`src/rtl/mvp_bitserial_ctrl.sv`:
```
// Bit-serial MVP sequencer: walks tiles x weight bit-planes x input bit-planes, issues
// memory reads and emits LAT-delayed mvp mode and shift-accumulator strobes.
module mvp_bitserial_ctrl #(
  parameter int BPREC = 4,
  parameter int BLEN  = 8,
  parameter int BADDR = 10,
  parameter int LAT   = 2
) (
  input  logic                 clk,
  input  logic                 rst,
  input  logic                 start,
  input  logic [BPREC-1:0]     wprec,
  input  logic [BPREC-1:0]     iprec,
  input  logic                 wsigned,
  input  logic                 isigned,
  input  logic [BLEN-1:0]      ilen,
  input  logic [BADDR-1:0]     wbase,
  input  logic [BADDR-1:0]     ibase,
  input  logic                 stall,
  output logic [BADDR-1:0]     w_addr,
  output logic [BADDR-1:0]     i_addr,
  output logic                 rd_en,
  output logic [1:0]           mode,
  output logic                 acc_en,
  output logic                 acc_clr,
  output logic [2*BPREC-1:0]   acc_shamt,
  output logic                 out_valid,
  output logic                 busy,
  output logic                 done
);

  localparam int SW = 2 * BPREC;
  localparam int T  = LAT - 1;

  typedef enum logic [1:0] {IDLE, RUN, DRAIN, DONE} state_t;

  state_t state, state_nxt;

  logic [BPREC-1:0] wprec_q, iprec_q;
  logic             wsigned_q, isigned_q;
  logic [BLEN-1:0]  ilen_q;
  logic [BLEN-1:0]  tile;
  logic [BPREC-1:0] wbit, ibit;
  logic [BADDR-1:0] wtile_base, itile_base;
  logic [BADDR-1:0] wstep, istep;

  logic             accept, zero_job, issue;
  logic             wbit_top, ibit_top;
  logic             first_issue, last_issue, neg;
  logic [SW-1:0]    shamt;
  logic             upstream_empty;

  logic [LAT-1:0]   pipe_vld;
  logic [LAT-1:0]   pipe_neg;
  logic [LAT-1:0]   pipe_first;
  logic [LAT-1:0]   pipe_last;
  logic [SW-1:0]    pipe_shamt [LAT];

  assign accept   = (state == IDLE) && start;
  assign zero_job = (wprec == '0) || (iprec == '0) || (ilen == '0);

  assign wstep    = BADDR'(wprec_q);
  assign istep    = BADDR'(iprec_q);

  assign wbit_top    = (wbit == wprec_q - BPREC'(1));
  assign ibit_top    = (ibit == iprec_q - BPREC'(1));
  assign first_issue = (tile == '0) && wbit_top && ibit_top;
  assign last_issue  = (tile == ilen_q - BLEN'(1)) && (wbit == '0) && (ibit == '0);
  // The sign bit-plane of a two's complement operand carries negative weight.
  assign neg         = (wsigned_q && wbit_top) ^ (isigned_q && ibit_top);
  assign shamt       = SW'(wbit) + SW'(ibit);

  // ---------------------------------------------------------------- FSM
  always_ff @(posedge clk or posedge rst) begin
    if (rst) begin
      state <= IDLE;
    end else begin
      state <= state_nxt;
    end
  end

  always_comb begin
    state_nxt = state;
    unique case (state)
      IDLE:    if (start) state_nxt = zero_job ? DONE : RUN;
      RUN:     if (issue && last_issue) state_nxt = DRAIN;
      DRAIN:   if (!stall && upstream_empty) state_nxt = DONE;
      DONE:    state_nxt = IDLE;
      default: state_nxt = IDLE;
    endcase
  end

  always_comb begin
    busy  = (state != IDLE);
    done  = (state == DONE);
    issue = (state == RUN) && !stall;
    rd_en = issue;
  end

  // ---------------------------------------------------------------- job fields and counters
  always_ff @(posedge clk or posedge rst) begin
    if (rst) begin
      wprec_q    <= '0;
      iprec_q    <= '0;
      wsigned_q  <= 1'b0;
      isigned_q  <= 1'b0;
      ilen_q     <= '0;
      tile       <= '0;
      wbit       <= '0;
      ibit       <= '0;
      wtile_base <= '0;
      itile_base <= '0;
      w_addr     <= '0;
      i_addr     <= '0;
    end else if (accept) begin
      wprec_q    <= wprec;
      iprec_q    <= iprec;
      wsigned_q  <= wsigned;
      isigned_q  <= isigned;
      ilen_q     <= ilen;
      tile       <= '0;
      wbit       <= wprec - BPREC'(1);
      ibit       <= iprec - BPREC'(1);
      wtile_base <= wbase;
      itile_base <= ibase;
      w_addr     <= wbase + BADDR'(wprec) - BADDR'(1);
      i_addr     <= ibase + BADDR'(iprec) - BADDR'(1);
    end else if (issue && !last_issue) begin
      // The address registers always point at the slot about to be issued.
      if (ibit != '0) begin
        ibit   <= ibit - BPREC'(1);
        i_addr <= i_addr - BADDR'(1);
      end else begin
        ibit <= iprec_q - BPREC'(1);
        if (wbit != '0) begin
          wbit   <= wbit - BPREC'(1);
          w_addr <= w_addr - BADDR'(1);
          i_addr <= itile_base + istep - BADDR'(1);
        end else begin
          wbit       <= wprec_q - BPREC'(1);
          tile       <= tile + BLEN'(1);
          wtile_base <= wtile_base + wstep;
          itile_base <= itile_base + istep;
          w_addr     <= wtile_base + wstep + wstep - BADDR'(1);
          i_addr     <= itile_base + istep + istep - BADDR'(1);
        end
      end
    end
  end

  // ---------------------------------------------------------------- memory+mvp delay line
  always_ff @(posedge clk or posedge rst) begin
    if (rst) begin
      pipe_vld   <= '0;
      pipe_neg   <= '0;
      pipe_first <= '0;
      pipe_last  <= '0;
      for (int s = 0; s < LAT; s++) pipe_shamt[s] <= '0;
    end else if (!stall) begin
      for (int s = LAT - 1; s > 0; s--) begin
        pipe_vld[s]   <= pipe_vld[s-1];
        pipe_neg[s]   <= pipe_neg[s-1];
        pipe_first[s] <= pipe_first[s-1];
        pipe_last[s]  <= pipe_last[s-1];
        pipe_shamt[s] <= pipe_shamt[s-1];
      end
      pipe_vld[0]   <= issue;
      pipe_neg[0]   <= issue && neg;
      pipe_first[0] <= issue && first_issue;
      pipe_last[0]  <= issue && last_issue;
      pipe_shamt[0] <= issue ? shamt : '0;
    end
  end

  // The output stage is consumed this cycle; only the stages behind it gate the drain.
  always_comb begin
    upstream_empty = 1'b1;
    for (int s = 0; s < LAT - 1; s++) begin
      if (pipe_vld[s]) upstream_empty = 1'b0;
    end
  end

  always_comb begin
    acc_en    = pipe_vld[T] && !stall;
    acc_clr   = acc_en && pipe_first[T];
    out_valid = acc_en && pipe_last[T];
    mode      = !pipe_vld[T] ? 2'b00 : (pipe_neg[T] ? 2'b10 : 2'b01);
    acc_shamt = pipe_vld[T] ? pipe_shamt[T] : '0;
  end

endmodule

```
`config.mk`:
```
export PLATFORM = sky130hd
export DESIGN_NAME = mvp_bitserial_ctrl
export DESIGN_NICKNAME = d
export VERILOG_FILES = /design/src/rtl/mvp_bitserial_ctrl.sv
export SDC_FILE = /design/constraint.sdc
export NUM_CORES = 1
export LEC_CHECK = 0
export CORE_UTILIZATION = 50
export CTS_CLUSTER_SIZE = 14
export DETAILED_ROUTE_END_ITERATION = 7
export PLACE_DENSITY = 0.71
export SLEW_MARGIN = 0
export SYNTH_ARGS = -nofsm -noshare
export SYNTH_HDL_FRONTEND = slang
export SYNTH_SLANG_ARGS = --single-unit
```
`constraint.sdc`:
```
create_clock -name clk -period 4.1 [get_ports clk]
set_input_delay 0.41 -clock clk [delete_from_list [all_inputs] [get_ports clk]]
set_output_delay 0.41 -clock clk [all_outputs]
set_load 0.01 [all_outputs]
```
==> out/results.ini, run 1 <==
[yosys]
yosysSeqAreaShare=0.295
synth_flop_cell=dfrtp_1
synth_seq_cells=94
syn_avg_cell_area_sq_um=8.25
yosys.area.top_type=dfrtp_1
synth_cell_type_count=70
yosys_warnings=0
synth_common_cells=125 x nand2_1, 99 x inv_1, 94 x dfrtp_1, 76 x ha_1
synth_most_common_cell=nand2_1
synth-edff-count=0
ys_async_sr_fraction=1.00
synth.top_cell.area_share=0.295
netlist_area_sq_mm=0.00799
synth_area_leaders=dfrtp_1 29%, ha_1 12%, xnor2_1 7.2%
syn_inst=968

[floorplanning]
dieArea_sq_mm=0.0165
row_count=45
core_sq_mm=0.0154
floorplan.initialDensity=0.519
boundaryPins=78
fp.dieH_um=128
die_w_um=128

[clock_tree]
clk_pin_slew_worst_paths_ps=70
ctsHoldBuffers=0
cts_buffers=9
cts_tree=built
clk_latency_ps=370
cts.sinks=94
cts_setup_buffers=0
clock-root-buffer=clkbuf_16
cts_max_level=3
max-clock-path-buffers=2

[sta]
fin_setup_tns_ps=0
finalHoldViolCount=0
fin_crit_sh=0.928
min_period_ps=3800
setup_viol=0
rsz0062_at_grt=false
fmax_mhz=263
slew_headroom=0.339
worstMarginPinSlew_ps=986
maxSlewViolCount=0
fin_worst_skew_ps=7.74

[place]
gp_congestion=0.865
post-dp-hpwl_mm=14.7
place.port_buffers=74

[critical_path]
start_kind=register
crit_path_end_kind=register
crit_type=register to register
worstPathArrival_ps=4100
crit_path_max_fanout=3
required_ps=4390

[route]
initialDrtViolationCount=402
wire_per_inst_um=16.1
via_per_inst=5.47
route.detailed.drc=0
vias=6825
wirelength_mm=20.0
drt-pass1-iter-count=5
ant_nets=0

[final_layout]
area_delta_synth_final_pct=16.3
num-nets-final=1156
antennaDiodeCount=0
nFillCells=1401
final_util=0.604
drive_gt1_frac=0.0598

[hold_path]
min_path_type=register to register

[power_and_ir_drop]
ir_worst_vdd_v=0.000512
p_leak_nw=4.23
cellPowerDensity_mw_per_mm2=894

[global_route]
antenna_found_initial=0
grt_usage=0.262
grt_overflow=0
grt_pass1_wl_mm=33.7
grt_pass1_vias=6816
grt_start_max_net_pins=59

[outcome]
outcome=finished clean

[job]
drv_cap=0

==> logic make-up (layout without fill, tap and decap cells) <==
group	Yosys count	count (layout)	share of synthesized area
multiplexers	14	14	0.0190
AO/OA/AOI/OAI	219	219	0.175
flip-flops	94	94	0.295
AND/OR/NAND/NOR	305	305	0.180
buffers and inverters	142	208	0.0719
XOR/XNOR	110	110	0.122
adder cells (fa/ha/maj)	83	83	0.137
other	1	3	0.000470
==> report_power, final <==
part / total (mW) / switching [mW] / internal, mW
registers: 1.82 / 0.513 / 1.31
clock network: 0.917 / 0.428 / 0.489
logic: 5.57 / 2.98 / 2.59
total: 8.31 / 3.92 / 4.39
==> sequential cells by signal, indices dropped and copies added, names as in the netlist, 4 cells and up <==
register,cells
ibit,4
pipe_shamt,10
wprec_q,4
i_addr,10
wbit,4
itile_base,10
tile,8
ilen_q,8
iprec_q,4
wtile_base,10
w_addr,10
==> final cells by class <==
type / count / area (sq um) / area share
inverters: 99 / 374 / 0.0403
repair buffers: 93 / 896 / 0.0965
flip-flops and latches: 94 / 2350 / 0.253
well taps: 211 / 264 / 0.0284
clock inverters: 7 / 87.6 / 0.00943
clock buffers: 9 / 225 / 0.0243
multi-input cells: 734 / 5090 / 0.548
==> layout by cell type, fill, tap and decap left out, drive strengths merged, types with 5 or more instances in the layout <==
| cell | synthesis | layout |
|---|---|---|
| inv | 99 | 103 |
| nand2 | 127 | 127 |
| dfrtp | 94 | 94 |
| o22ai | 6 | 6 |
| or3 | 5 | 5 |
| nand3 | 11 | 11 |
| nor2 | 67 | 67 |
| fa | 7 | 7 |
| buf | 15 | 19 |
| nor3 | 34 | 34 |
| a211oi | 15 | 15 |
| ha | 76 | 76 |
| and2 | 10 | 10 |
| clkbuf | 28 | 9 |
| xnor2 | 66 | 66 |
| o211ai | 13 | 13 |
| nor2b | 7 | 7 |
| a31oi | 12 | 12 |
| xor2 | 43 | 43 |
| mux2i | 5 | 5 |
| nand4 | 9 | 9 |
| o21ai | 58 | 58 |
| nor4 | 8 | 8 |
| mux2 | 9 | 9 |
| nand2b | 7 | 7 |
| a21o | 21 | 21 |
| o21bai | 6 | 6 |
| clkdlybuf4s50 | 0 | 74 |
| a21oi | 58 | 58 |
==> worst paths after layout <==
kind,startpoint,cells past startpoint,slack [ps],end
setup / recovery,wtile_base[0],16,300,w_addr[9]
hold / removal,pipe_last[0],2,480,pipe_last[0]
setup reg to reg,wtile_base[0],16,300,w_addr[9]
hold reg to reg,pipe_last[0],2,480,pipe_last[0]
max in group asynchronous,rst,3,2800,ilen_q[6]
min in group asynchronous,rst,2,530,w_addr[0]
==> stage by stage <==
| step | setup slack [ps] | hold WS (ps) | total power, mW | instance area [sq um] | cells |
|---|---|---|---|---|---|
| finish | 296 | 479 | 8.31 | 9290 | 1247 |
| global route | 8.48 | 513 | 9.15 | 9290 | 1247 |
| CTS | 233 | 482 | 8.28 | 9280 | 1247 |
| detailed placement | 258 | 462 | 7.31 | 8960 | 1231 |
| global placement | 347 | 461 | 7.19 | 8960 | 1231 |
| floorplan | 514 | 445 | 5.95 | 7990 | 970 |
==> worst max-delay path, stage by stage, from the launching register on <==
cell and delay (ps):
dfrtp_1 400, ha_1 220, fa_1 510, inv_1 50, ha_1 260, inv_1 40, ha_1 220, fa_1 420
a21o_1 170, a21oi_1 220, o21bai_1 130, a2111oi_2 360, nor3_1 120, xnor2_1 160, nor2_1 50, o31a_1 280
mux2i_1 120
==> metal layers <==
metal,track usage,wire length [um]
met5,0,0
met4,0.0789,353
met3,0.0503,1050
met2,0.443,9380
met1,0.340,9240
==> timing repair <==
item,4_1_cts,5_1_grt
resized for setup,0,3
endpoints found under the hold margin,0,0
endpoints found under the setup margin,0,2
Note: power is estimated with default switching activity, not from simulation.
==> run 2, diff against run 1 <==
REMOVE_ABC_BUFFERS = 1   (was default)
==> run 2 against run 1 <==
Cell count shrank 0.32%. Worst setup slack improved by 4.0 ps. Flip-flop and latch count is the same. Register-to-register slack about the same. Non-clock buffer count is 4 lower. First-iteration DRC count decreased by 2.5%. Fmax grew 0.11%. Largest cell class unchanged.
==> out/results.ini, run 2 (same netlist as run 1, synthesis figures left out) <==
[outcome]
outcome=finished clean

[sta]
fin_setup_tns_ps=0
worstMarginPinSlew_ps=921
fmax_mhz=263
maxSlewViolCount=0
fin_crit_sh=0.927
fin_worst_skew_ps=6.12
slew_headroom=0.383
finalHoldViolCount=0
setup_viol=0
rsz0062_at_grt=false
min_period_ps=3800

[clock_tree]
cts_setup_buffers=0
cts.sinks=94
clk_pin_slew_worst_paths_ps=70
clock-root-buffer=clkbuf_16
max-clock-path-buffers=2
cts_buffers=9
cts_max_level=3
clk_latency_ps=360
cts_resized=0
ctsHoldBuffers=0
cts_tree=built

[place]
gp_congestion=0.872
placed_cells=1227
place.port_buffers=74
post-dp-hpwl_mm=14.1

[critical_path]
r2r_cells=16
crit_path_max_fanout=2
start_kind=register
r2r-start=wprec_q[0]
crit_path_end_kind=register
required_ps=4370
crit_top_cell=ha_1
slowest_stage=fa_1
path_delay_family=adder cells
rrSetupSlack_ps=300
timing.rr.end=w_addr[9]
path_cells=ha_1 > fa_1 > inv_1 > ha_1 > inv_1 > ha_1 > fa_1 > a21o_1 > a21oi_1 > o21bai_1 > a2111oi_0 > nor3_1 > xnor2_1 > nor2_1 > o31a_1 > mux2i_1
critical_path_buf_inv_count=2
max_stage_delay_ps=500
worstPathArrival_ps=4080
crit_type=register to register

[final_layout]
layout_commonest_cell=nand2_1
nFillCells=1395
ff_latch_area_sq_mm=0.00235
final_cell_mix=125 x nand2_1, 98 x inv_1, 94 x dfrtp_1
antennaDiodeCount=0
multi_input_area_sq_mm=0.00509
fin_cells=1243
drive_gt1_frac=0.0572
area_delta_synth_final_pct=15.9
num-nets-final=1152

[floorplanning]
fp.dieH_um=128
row_count=45
boundaryPins=78
core_sq_mm=0.0154
dieArea_sq_mm=0.0165
die_w_um=128
floorplan.initialDensity=0.519

[hold_path]
min_path_type=register to register
min_path_cells=2
whs_endpoint=pipe_shamt[10]
hold_start=pipe_shamt[10]

[global_route]
grt_overflow=0
antenna_found_initial=0
grt_pass1_wl_mm=31.9
grt_start_max_net_pins=58
grt_pass1_vias=6634
grt_usage=0.245

[route]
via_per_inst=5.47
wire_per_inst_um=15.2
drt-pass1-iter-count=4
route.detailed.drc=0
ant_nets=0
wirelength_mm=18.9
initialDrtViolationCount=392
vias=6796

[power_and_ir_drop]
ir_worst_vdd_v=0.000504
cellPowerDensity_mw_per_mm2=881
p_leak_nw=4.20

[job]
drv_cap=0

[run 2: cell count changes in the layout (fill, tap and decap cells not counted), sizes merged]
cell | before | now
buf | 19 | 15
bufinv | 1 | 0
clkinvlp | 0 | 2
inv | 103 | 102
[run 2: worst min-delay path: cells and delay by family (launching register included)]
kind / cells / cell delay (ps)
simple gates: 1 / 50
compound gates: 1 / 60
flops: 1 / 350
[run 2: area by class of cell]
class	count	share of cell area
inverter	99	0.0404
tap	211	0.0285
sequential	94	0.254
multi-input combinational	734	0.551
clock inverter	7	0.00690
timing repair buffer	89	0.0949
clock buffer	9	0.0243
[run 2: per-stage QoR]
| stage | util | hold WS (ps) | power (mW) | setup slack [ps] | instance area, sq um |
|---|---|---|---|---|---|
| floorplan | - | 444 | 5.90 | 262 | 7790 |
| global placement | 0.582 | 464 | 7.15 | 364 | 8950 |
| detailed placement | 0.582 | 469 | 7.26 | 284 | 8950 |
| CTS | 0.601 | 488 | 8.15 | 265 | 9240 |
| global route | 0.602 | 500 | 9.02 | 0.0262 | 9250 |
| finish | 0.602 | 486 | 8.15 | 300 | 9250 |
[run 2: routing by layer]
| metal | GRT usage | part of all wire |
|---|---|---|
| met1 | 0.324 | 0.47 |
| met2 | 0.408 | 0.47 |
| met3 | 0.0387 | 0.039 |
| met4 | 0.0844 | 0.022 |
| met5 | 0 | 0 |
[run 2: worst max-delay path by stage]
stage | start | end | slack, ps | depth (start not counted)
3_3_place_gp | wtile_base[0] | w_addr[9] | 360 | 16
4_1_cts | wprec_q[0] | w_addr[9] | 270 | 16
6_report | wprec_q[0] | w_addr[9] | 300 | 16
5_1_grt | wprec_q[0] | w_addr[9] | 0.03 | 16
2_1_floorplan | wbit[1] | tile[3] | 260 | 11
3_5_place_dp | wprec_q[0] | w_addr[9] | 280 | 16
[run 2: report_power, final]
part | leakage [nW] | switching, mW | total [mW] | internal, mW
registers | 1.18 | 0.521 | 1.83 | 1.31
logic | 2.89 | 2.92 | 5.49 | 2.56
clock network | 0.136 | 0.415 | 0.840 | 0.425
total | 4.20 | 3.86 | 8.15 | 4.29
==> run 3, diff against run 2 <==
CAP_MARGIN = 10   (was default)
PLACE_DENSITY = 0.74   (was 0.71)
clock period = 3.2 ns   (was 4.1 ns; I/O delays follow)
==> run 3 against run 2 <==
The flow now finishes with violations (setup timing). Die area is the same. Critical path type unchanged. Critical path depth unchanged. Combinational power increased by 89%. Clock skew rose by 3.3 ps. Flip-flop and latch count unchanged.
==> out/results.ini, run 3 (same netlist as run 1, synthesis figures left out) <==
[critical_path]
max_stage_delay_ps=550
crit_path_max_fanout=2
required_ps=3490
start_kind=register
r2r_cells=16
crit_path_end_kind=register
path_delay_family=adder cells
slowest_stage=fa_2
worstPathArrival_ps=3980
crit_type=register to register
critical_path_buf_inv_count=2
path_cells=ha_2 > fa_2 > inv_2 > ha_4 > inv_2 > ha_4 > fa_2 > a21o_1 > a21oi_2 > o21bai_1 > a2111oi_2 > nor3_2 > xnor2_1 > nor2_1 > o31a_1 > mux2i_1
path_depth=16

[route]
via_per_inst=5.49
drt-pass1-iter-count=5
wire_per_inst_um=15.6
initialDrtViolationCount=464
vias=7274
wirelength_mm=20.6
ant_nets=0
route.detailed.drc=0

[floorplanning]
die_w_um=128
dieArea_sq_mm=0.0165
fp.dieH_um=128
core_sq_mm=0.0154
row_count=45
floorplan.initialDensity=0.519
boundaryPins=78

[job]
drv_cap=0

[sta]
maxSlewViolCount=0
fin_setup_tns_ps=-1200
fin_worst_skew_ps=9.42
min_period_ps=3690
finalHoldViolCount=0
rsz0062_at_grt=true
setup_viol=7
fmax_mhz=271
fin_crit_sh=1.15
worst_slack_ps=-493
worstMarginPinSlew_ps=656
slew_headroom=0.561

[global_route]
grt_usage=0.262
grt_pass1_vias=7176
grt_start_max_net_pins=64
grt_overflow=0
antenna_found_initial=0
grt_pass1_wl_mm=33.9

[place]
post-dp-hpwl_mm=14.8
dpl-instance-area_sq_mm=0.00946
place.port_buffers=74
pre_cts_slack_ps=-610
gp_congestion=0.870

[final_layout]
stdcell_area_sq_mm=0.0102
num-nets-final=1233
layout_commonest_cell=nand2_1
drive_gt1_frac=0.168
multi_input_area_sq_mm=0.00540
ff_latch_area_sq_mm=0.00235
area_delta_synth_final_pct=27.8
antennaDiodeCount=0
nFillCells=1243
final_util=0.664
final_cell_mix=125 x nand2_1, 94 x dfrtp_1, 91 x inv_1

[outcome]
violations=setup timing
outcome=finished with violations

[clock_tree]
cts.sinks=94
cts_max_level=3
cts_buffers=9
clk_latency_ps=370
clk_pin_slew_worst_paths_ps=80
clock-root-buffer=clkbuf_16
max-clock-path-buffers=2
cts_tree=built

[power_and_ir_drop]
p_leak_nw=4.65
cellPowerDensity_mw_per_mm2=1340
total_power_mw=13.7
ir_worst_vdd_v=0.000960

[hold_path]
min_path_type=input pin to async pin

-- run 3: what timing repair did --
| item | 4_1_cts | 5_1_grt |
|---|---|---|
| hold buffers | 0 | 0 |
| setup buffers | 6 | 11 |
| setup endpoints to repair | 19 | 25 |
| gates cloned | 0 | 0 |
| endpoints found under the hold margin | 0 | 0 |
| gates resized for setup | 28 | 41 |
| pin swaps | 23 | 34 |
-- run 3: cell type report --
| cell class | count | share of cell area |
|---|---|---|
| Multi-Input combinational cell | 734 | 0.529 |
| Sequential cell | 94 | 0.231 |
| Timing Repair Buffer | 170 | 0.150 |
| Inverter | 99 | 0.0367 |
| Tap cell | 211 | 0.0259 |
| Clock buffer | 10 | 0.0224 |
| Clock inverter | 6 | 0.00503 |
-- run 3: stage by stage --
step / hold slack, ps / std cells
final: 322 / 1324
after global routing: 366 / 1324
after CTS: 334 / 1315
after detailed placement: 473 / 1295
after global placement: 462 / 1295
after floorplan: 425 / 927
-- run 3: path summary, 6_finish.rpt --
kind                               startpoint  slack, ps            end
worst max-delay path            wtile_base[0]       -490      w_addr[9]
worst min-delay path                      rst        320  wtile_base[0]
worst max register to register  wtile_base[0]       -490      w_addr[9]
worst min register to register  pipe_first[0]        480  pipe_first[0]
max in group asynchronous                 rst       2190      i_addr[9]
min in group clk                pipe_first[0]        480  pipe_first[0]
-- run 3: power breakdown --
group	internal [mW]	total [mW]	switching (mW)
sequential	1.67	2.22	0.543
combinational	5.37	10.4	4.99
clock	0.542	1.07	0.533
total	7.58	13.7	6.07
-- run 3: worst reg2reg max path, stage by stage (launching register included) --
cell and delay (ps):
dfrtp_1 390, ha_2 210, fa_2 550, inv_2 50, ha_4 260, inv_2 40, ha_4 160, fa_2 340
a21o_1 180, a21oi_2 170, o21bai_1 110, a2111oi_2 420, nor3_2 100, xnor2_1 190, nor2_1 60, o31a_1 250
mux2i_1 130
-- run 3: routing by layer --
metal	share of wire	vias to the layer above	global-route usage
met4	0.024	0	0.0893
met2	0.48	210	0.454
met1	0.44	3443	0.325
li1	-	3578	-
met5	0	-	0
met3	0.053	43	0.0545
